**config.mk**
```make
export PLATFORM = sky130hd
export DESIGN_NAME = bit_serial_alu_flat
export DESIGN_NICKNAME = d
export VERILOG_FILES = /design/src/rtl/bit_serial_alu_if.sv /design/src/rtl/bit_serial_alu.sv /design/src/flat_wrapper.sv
export SDC_FILE = /design/constraint.sdc
export NUM_CORES = 1
export LEC_CHECK = 0
export CAP_MARGIN = 15
export CORE_MARGIN = 2
export CORE_UTILIZATION = 41
export CTS_CLUSTER_SIZE = 28
export DETAILED_ROUTE_END_ITERATION = 16
export DONT_BUFFER_PORTS = 1
export PLACE_DENSITY = 0.65
export SYNTH_ARGS = -nofsm -noshare
export SYNTH_HDL_FRONTEND = slang
export SYNTH_SLANG_ARGS = --single-unit
```
**constraint.sdc**
```tcl
create_clock -name clk -period 2.44 [get_ports clk]
set_input_delay 0.732 -clock clk [delete_from_list [all_inputs] [get_ports clk]]
set_output_delay 0.732 -clock clk [all_outputs]
set_load 0.02 [all_outputs]
```
**src/rtl/bit_serial_alu_if.sv**
```systemverilog
// bit_serial_alu_if
// Groups the request and completion signals between a controller and the
// bit-serial ALU.
//
// Handshake: the controller raises start with op/a/b valid in the same cycle.
// The ALU accepts the request only when idle (busy=0). That includes the
// cycle in which done is high. Once a request is accepted, busy stays high
// until completion, and start is ignored during that time. done pulses for
// exactly one cycle. result/carry_out/zero are valid from that cycle and are
// held until the next completion.
//
// Signals:
//   start     controller -> alu  request a new operation
//   op[2:0]   controller -> alu  opcode
//   a, b      controller -> alu  operands, WIDTH bits each
//   busy      alu -> controller  operation in progress
//   done      alu -> controller  one-cycle completion pulse
//   result    alu -> controller  last completed result
//   carry_out alu -> controller  final carry of ADD/SUB, 0 for logic ops
//   zero      alu -> controller  result == 0
interface bit_serial_alu_if #(
  parameter int WIDTH = 32
);
  logic             start;
  logic [2:0]       op;
  logic [WIDTH-1:0] a;
  logic [WIDTH-1:0] b;
  logic             busy;
  logic             done;
  logic [WIDTH-1:0] result;
  logic             carry_out;
  logic             zero;

  modport master (
    output start, op, a, b,
    input  busy, done, result, carry_out, zero
  );

  modport slave (
    input  start, op, a, b,
    output busy, done, result, carry_out, zero
  );
endinterface

```
**src/rtl/bit_serial_alu.sv**
```systemverilog
// bit_serial_alu
// Multi-cycle ALU that evaluates one bit per clock, starting at the LSB.
// It supports AND, OR, NAND, NOR, ADD and SUB. A single full adder serves
// ADD and SUB, and the carry is held in a register between bits. SUB is
// computed as A + ~B + 1.
//
// Ports:
//   clk        single clock, rising edge
//   reset      synchronous, active-high; has priority over start
//   bus        bit_serial_alu_if.slave (start/op/a/b in;
//              busy/done/result/carry_out/zero out)
//   dbg_state  current FSM state (0 = IDLE, 1 = RUN)
//
// Timing: when start is accepted at edge E0, bit k is processed at edge
// E0+1+k. The last bit is processed at edge E0+WIDTH, which also raises done
// for the following cycle.
module bit_serial_alu #(
  parameter int WIDTH = 32
) (
  input  logic               clk,
  input  logic               reset,
  bit_serial_alu_if.slave    bus,
  output logic               dbg_state
);

  localparam int CW = (WIDTH > 1) ? $clog2(WIDTH) : 1;

  typedef enum logic {
    S_IDLE = 1'b0,
    S_RUN  = 1'b1
  } state_t;

  state_t           r_state;
  state_t           w_state_nxt;

  logic [WIDTH-1:0] r_a;
  logic [WIDTH-1:0] r_b;
  logic [2:0]       r_op;
  logic             r_carry;
  logic [WIDTH-1:0] r_res_sh;
  logic [CW-1:0]    r_cnt;

  logic             r_busy;
  logic             r_done;
  logic [WIDTH-1:0] r_result;
  logic             r_carry_out;
  logic             r_zero;

  logic             w_is_sub;
  logic             w_is_logic;
  logic             w_b_eff;
  logic             w_sum;
  logic             w_carry_nxt;
  logic             w_bit;
  logic             w_last;
  logic [WIDTH-1:0] w_res_nxt;

  // Per-bit datapath. Logic ops use the raw b bit. Only the adder sees the
  // inverted b bit for SUB.
  always_comb begin
    w_is_sub    = (r_op == 3'b110);
    w_b_eff     = w_is_sub ? ~r_b[0] : r_b[0];
    w_sum       = r_a[0] ^ w_b_eff ^ r_carry;
    w_carry_nxt = (r_a[0] & w_b_eff) | ((r_a[0] ^ w_b_eff) & r_carry);
    w_is_logic  = 1'b1;
    w_bit       = 1'b0;
    case (r_op)
      3'b000:  w_bit = r_a[0] & r_b[0];
      3'b001:  w_bit = r_a[0] | r_b[0];
      3'b011:  w_bit = ~(r_a[0] & r_b[0]);
      3'b100:  w_bit = ~(r_a[0] | r_b[0]);
      default: begin
        // 010 ADD and 110 SUB. The undefined codes 101 and 111 behave as ADD
        // because w_is_sub is low for them.
        w_bit      = w_sum;
        w_is_logic = 1'b0;
      end
    endcase
    w_res_nxt = {w_bit, r_res_sh[WIDTH-1:1]};
    w_last    = (r_cnt == CW'(WIDTH - 1));
  end

  // Next-state logic.
  always_comb begin
    w_state_nxt = r_state;
    case (r_state)
      S_IDLE:  if (bus.start) w_state_nxt = S_RUN;
      S_RUN:   if (w_last)    w_state_nxt = S_IDLE;
      default: w_state_nxt = S_IDLE;
    endcase
  end

  // State register and datapath registers.
  always_ff @(posedge clk) begin
    if (reset) begin
      r_state     <= S_IDLE;
      r_a         <= '0;
      r_b         <= '0;
      r_op        <= '0;
      r_carry     <= 1'b0;
      r_res_sh    <= '0;
      r_cnt       <= '0;
      r_busy      <= 1'b0;
      r_done      <= 1'b0;
      r_result    <= '0;
      r_carry_out <= 1'b0;
      r_zero      <= 1'b0;
    end else begin
      r_state <= w_state_nxt;
      r_done  <= 1'b0;
      case (r_state)
        S_IDLE: begin
          if (bus.start) begin
            r_a      <= bus.a;
            r_b      <= bus.b;
            r_op     <= bus.op;
            r_carry  <= (bus.op == 3'b110);
            r_res_sh <= '0;
            r_cnt    <= '0;
            r_busy   <= 1'b1;
          end
        end
        S_RUN: begin
          r_a      <= r_a >> 1;
          r_b      <= r_b >> 1;
          r_carry  <= w_carry_nxt;
          r_res_sh <= w_res_nxt;
          r_cnt    <= r_cnt + CW'(1);
          if (w_last) begin
            r_busy      <= 1'b0;
            r_done      <= 1'b1;
            r_result    <= w_res_nxt;
            r_carry_out <= w_is_logic ? 1'b0 : w_carry_nxt;
            r_zero      <= (w_res_nxt == '0);
          end
        end
        default: ;
      endcase
    end
  end

  assign bus.busy      = r_busy;
  assign bus.done      = r_done;
  assign bus.result    = r_result;
  assign bus.carry_out = r_carry_out;
  assign bus.zero      = r_zero;
  assign dbg_state     = r_state;

endmodule

```
**src/flat_wrapper.sv**
```systemverilog
// flat-port wrapper written by rule: the top's interface ports become plain ports
module bit_serial_alu_flat 
#(
  parameter int WIDTH = 32
)
  (clk, reset, dbg_state, bus_start, bus_op, bus_a, bus_b, bus_busy, bus_done, bus_result, bus_carry_out, bus_zero);
  bit_serial_alu_if #(.WIDTH(WIDTH)) bus_i ();
  input  logic clk;
  input  logic reset;
  output logic dbg_state;
  input wire logic [$bits(bus_i.start)-1:0] bus_start;
  input wire logic [$bits(bus_i.op)-1:0] bus_op;
  input wire logic [$bits(bus_i.a)-1:0] bus_a;
  input wire logic [$bits(bus_i.b)-1:0] bus_b;
  output wire logic [$bits(bus_i.busy)-1:0] bus_busy;
  output wire logic [$bits(bus_i.done)-1:0] bus_done;
  output wire logic [$bits(bus_i.result)-1:0] bus_result;
  output wire logic [$bits(bus_i.carry_out)-1:0] bus_carry_out;
  output wire logic [$bits(bus_i.zero)-1:0] bus_zero;
  assign bus_i.start = bus_start;
  assign bus_i.op = bus_op;
  assign bus_i.a = bus_a;
  assign bus_i.b = bus_b;
  assign bus_busy = bus_i.busy;
  assign bus_done = bus_i.done;
  assign bus_result = bus_i.result;
  assign bus_carry_out = bus_i.carry_out;
  assign bus_zero = bus_i.zero;
  bit_serial_alu #(.WIDTH(WIDTH)) u_core (.clk(clk), .reset(reset), .bus(bus_i), .dbg_state(dbg_state));
endmodule
```
==> impl_table.tex <==
\begin{tabular}{lr}
\hline
Metric & Value \\
\hline
\multicolumn{2}{l}{\textbf{Status}} \\
\quad Outcome & complete, no violations \\
\multicolumn{2}{l}{\textbf{Global route}} \\
\quad Pin count of the biggest net entering global routing & 110 \\
\quad Number of global-route vias before repair & 4078 \\
\quad GRT Total Usage & 16.2\% \\
\quad First-pass GRT wire length & 19200 µm \\
\quad Antenna violations before repair & 0 \\
\quad Total grt overflow & 0 \\
\multicolumn{2}{l}{\textbf{Cells and area}} \\
\quad Area grow syn2layout & 12.2\% \\
\quad Total of fill cells in the finished design & 1280 \\
\quad Count of nets after finishing & 688 \\
\quad Final Core Density & 46.8\% \\
\quad Share of final-layout standard cells stronger than drive strength 1 & 7.01\% \\
\quad \# diodes & 0 \\
\multicolumn{2}{l}{\textbf{Yosys}} \\
\quad Synth Instances & 642 \\
\quad Combined area of all synthesized cells & 5760 µm² \\
\quad Number of nets in the synthesized netlist & 715 \\
\quad Synth warn & 0 \\
\quad Number of register bits inferred by synthesis & 141 \\
\quad Post-synthesis sequential area ratio & 49.0\% \\
\quad Post-synth cell types & 42 \\
\quad Post-synthesis average cell area & 8.97 µm² \\
\multicolumn{2}{l}{\textbf{Detailed routing}} \\
\quad Detailed-router iteration count before antenna repair & 4 \\
\quad Amount of wire on met3 after detailed routing & 929 µm \\
\quad Via count & 4272 \\
\quad Remaining number of nets flagged by the antenna check after routing & 0 \\
\quad Length of routed met2 wiring & 5480 µm \\
\quad Avg Vias per Cell & 5.29 \\
\quad Detailed Route Iter0 Violations & 206 \\
\quad Uppermost layer routed & met4 \\
\quad Post-route DRC violation count & 0 \\
\quad Total detailed-routing wirelength & 11700 µm \\
\quad Wire length on met1 & 5150 µm \\
\quad Post-DR wirelength/cell & 14.5 µm \\
\multicolumn{2}{l}{\textbf{Floorplanning}} \\
\quad IO Pins & 107 \\
\quad Die extent in x & 123 µm \\
\quad Die extent in y & 123 µm \\
\quad Initial core utilization & 41.7\% \\
\quad Area of the core & 13800 µm² \\
\quad \# rows & 43 \\
\quad Area of the die & 15000 µm² \\
\multicolumn{2}{l}{\textbf{Clock network}} \\
\quad \# H-tree levels & 4 \\
\quad Clock network latency to the later pin of the worst-skew pair & 420 ps \\
\quad Clock-pin slew reported for the worst setup and hold paths after clock tree synthesis & 60 ps \\
\quad Post-CTS setup buffer count & 0 \\
\quad Cell at the root of the clock tree & sky130\_fd\_sc\_hd\_\_clkbuf\_16 \\
\quad Inserted Clock Buffers & 17 \\
\quad Number of clock sinks seen by CTS & 141 \\
\quad Maximum count of clock buffers along a single path & 2 \\
\quad TritonCTS clock tree & yes \\
\multicolumn{2}{l}{\textbf{Power}} \\
\quad Power density relative to cell area & 844 nW/µm² \\
\quad Net Sw Frac & 22.4\% \\
\quad Part of the power in the clock network & 49.9\% \\
\quad Max IR drop VDD & 506 µV \\
\quad Sequential fraction of design power & 44.5\% \\
\quad Proportion of power drawn by combinational gates & 5.6\% \\
\quad Internal power contribution & 4.24 mW \\
\quad Power dissipated by switching net loads & 1.22 mW \\
\quad Leakage dissipation & 2.59 nW \\
\multicolumn{2}{l}{\textbf{Timing}} \\
\quad Setup tns final & 0 ps \\
\quad Worst-case clock skew & 11.7 ps \\
\quad Number of slew-limit violations in the final report & 0 \\
\quad Worst slew pin tran & 346 ps \\
\quad Setup violation total in the final timing report & 0 \\
\quad Number of hold violations in the final report & 0 \\
\quad Unrepaired setup endpoints after global routing & no \\
\quad Slew Limit Headroom & 76.9\% \\
\quad Peak clock frequency supported by timing & 458 MHz \\
\quad Share of the cycle needed by the critical path after routing & 89.4\% \\
\quad Min Clock Period, post-route & 2180 ps \\
\multicolumn{2}{l}{\textbf{Worst setup path}} \\
\quad Maximum fanout along the worst path & 3 \\
\quad Crit path max-delay cell type & sky130\_fd\_sc\_hd\_\_fa\_1 \\
\quad CP cell instances & and2b\_1 -> nand2\_1 -> xor2\_1 -> fa\_1 -> nor4bb\_1 -> a31oi\_1 -> o221ai\_2 -> o41ai\_2 \\
\quad Crit-path max cell delay & 580 ps \\
\quad Kind of cell with the highest combined delay on the critical path & compound AO/OA/AOI/OAI gates \\
\quad Sort of element at the start of the critical path & flip-flop \\
\quad Reg-to-reg setup timing slack & 260 ps \\
\quad Endpoint class of the critical path & flip-flop \\
\quad Buffering stage count on the worst path with inverters included & 0 \\
\quad WP data required & 2760 ps \\
\quad Type of the worst setup path & reg -> reg \\
\quad Critical path arrival & 2500 ps \\
\multicolumn{2}{l}{\textbf{Min path}} \\
\quad Type of the most critical hold path & in -> reg \\
\multicolumn{2}{l}{\textbf{Placement}} \\
\quad Routability-driven placement congestion ratio & 0.829 \\
\quad Dpl hpwl & 7360 µm \\
\quad Quantity of I/O buffers inserted on ports & 0 \\
\multicolumn{2}{l}{\textbf{Run}} \\
\quad Maxcap violations & 0 \\
\hline
\end{tabular}
-- logic make-up (layout without fill, tap and decap cells) --
logic type,Yosys count,in the layout,share of synthesized area [%]
xor+xnor,2,2,0.304
fa+ha+maj,3,3,0.782
buf+inv,55,41,4.45
compound gates,143,143,15.3
mux,68,68,11.8
simple gates,230,230,18.3
flops,141,141,49.0
-- registers in the layout, indices dropped and copies added, names as in the netlist --
register	flops
u_core.bus.done	1
u_core.r_a	32
u_core.bus.busy	1
u_core.r_res_sh	31
u_core.r_op	3
u_core.r_b	32
u_core.bus.carry_out	1
u_core.bus.zero	1
u_core.dbg_state	1
u_core.r_carry	1
u_core.r_cnt	5
u_core.bus.result	32
-- placed cells by master (no fill, tap or decap), types with 2 or more instances in the layout --
cell,instances
sky130_fd_sc_hd__nor2b_1,2
sky130_fd_sc_hd__a22o_1,31
sky130_fd_sc_hd__nor4_1,7
sky130_fd_sc_hd__ha_1,2
sky130_fd_sc_hd__nor3b_1,33
sky130_fd_sc_hd__nor2_1,165
sky130_fd_sc_hd__buf_12,4
sky130_fd_sc_hd__nand3_1,3
sky130_fd_sc_hd__clkinv_4,2
sky130_fd_sc_hd__bufinv_16,4
sky130_fd_sc_hd__inv_6,2
sky130_fd_sc_hd__dfxtp_1,139
sky130_fd_sc_hd__clkbuf_1,2
sky130_fd_sc_hd__clkbuf_16,17
sky130_fd_sc_hd__o21ai_0,3
sky130_fd_sc_hd__inv_1,3
sky130_fd_sc_hd__a21oi_1,98
sky130_fd_sc_hd__nor3_1,3
sky130_fd_sc_hd__clkinvlp_4,3
sky130_fd_sc_hd__buf_4,2
sky130_fd_sc_hd__nand2_1,6
sky130_fd_sc_hd__mux2i_1,68
-- worst register-to-register path: cells and delay by family, from the launching register on --
family	cells	cell delay [ps]
AOI/OAI and AO/OA	3	670
xor gates and xnor gates	1	180
adders and majority gates	1	580
DFF	1	310
and+or+nand+nor	3	360
-- cell usage after synthesis (all sizes together) --
library cell	count	area (µm²)
nand2b	1	6.26
and2b	1	7.51
nand3	3	15.0
nor2	166	623
a22o	31	272
xor2	1	8.76
mux2i	68	681
and3	1	6.26
nand4b	1	8.76
nor4b	1	8.76
xnor2	1	8.76
nand3b	1	7.51
dfxtp	141	2820
nor2b	3	21.3
o221ai	1	15.0
a21oi	99	499
o21a	1	7.51
a211oi	1	7.51
and2	1	6.26
nor4bb	1	10.0
a21bo	1	10.0
o32a	1	10.0
nand4	1	6.26
ha	2	25.0
a31o	1	8.76
nor3	3	15.0
a21o	1	7.51
nor3b	33	248
buf	36	185
o41ai	2	25.0
nor4	7	43.8
o21ai	3	15.0
clkbuf	16	60.1
fa	1	20.0
nand2	6	22.5
inv	3	11.3
a31oi	1	6.26
-- layer usage --
| metal | vias up | GRT usage (%) |
|---|---|---|
| met5 | - | 0 |
| met4 | 0 | 6.61 |
| met3 | 17 | 8.27 |
| met2 | 104 | 26.0 |
| met1 | 1981 | 18.1 |
| li1 | 2170 | - |
-- path summary, 6_finish.rpt --
check / start / endpoint / depth (start not counted)
worst min-delay path: reset / u_core.r_a[18]$_SDFFE_PP0P_ / 1
worst min register to register: u_core.r_a[10]$_SDFFE_PP0P_ / u_core.r_a[9]$_SDFFE_PP0P_ / 2
worst max register to register: u_core.r_op[0]$_SDFFE_PP0P_ / u_core.bus.zero$_SDFFE_PP0P_ / 8
worst max-delay path: u_core.r_op[0]$_SDFFE_PP0P_ / u_core.bus.zero$_SDFFE_PP0P_ / 8
-- final cells by class --
cell class | count | area, µm² | share of cell area (%)
sequential | 141 | 2830 | 43.7
multi-input combinational | 446 | 2690 | 41.5
clock inverter | 13 | 189 | 2.92
timing repair buffer | 6 | 95.1 | 1.47
tap | 180 | 225 | 3.48
clock buffer | 19 | 433 | 6.70
inverter | 3 | 11.3 | 0.174
-- per-stage QoR --
| stage | worst slack [ps] | power (mW) | hold slack [ps] | cells | area, µm² |
|---|---|---|---|---|---|
| 3_3_place_gp | 351 | 2.77 | 461 | 776 | 5840 |
| 3_5_place_dp | 245 | 2.79 | 472 | 776 | 5840 |
| 4_1_cts | 223 | 5.53 | 362 | 808 | 6460 |
| 6_report | 258 | 5.46 | 385 | 808 | 6470 |
| 5_1_grt | 42.1 | 5.67 | 358 | 808 | 6470 |
| 2_1_floorplan | 367 | 2.79 | 454 | 642 | 5760 |
-- power groups by stage --
| stage | Combinational (mW) | Clock, mW | Sequential, mW |
|---|---|---|---|
| 3_5_place_dp | 0.306 | 0 | 2.48 |
| 4_1_cts | 0.309 | 2.79 | 2.43 |
| 3_3_place_gp | 0.293 | 0 | 2.48 |
| 5_1_grt | 0.353 | 2.88 | 2.44 |
| 2_1_floorplan | 0.329 | 0 | 2.46 |
| 6_report | 0.305 | 2.72 | 2.43 |
-- timing repair --
action	4_1_cts	5_1_grt
hold buffers	0	0
setup endpoints to repair	0	1
gates resized for setup	0	1
Note: power is estimated with default switching activity, not from simulation.
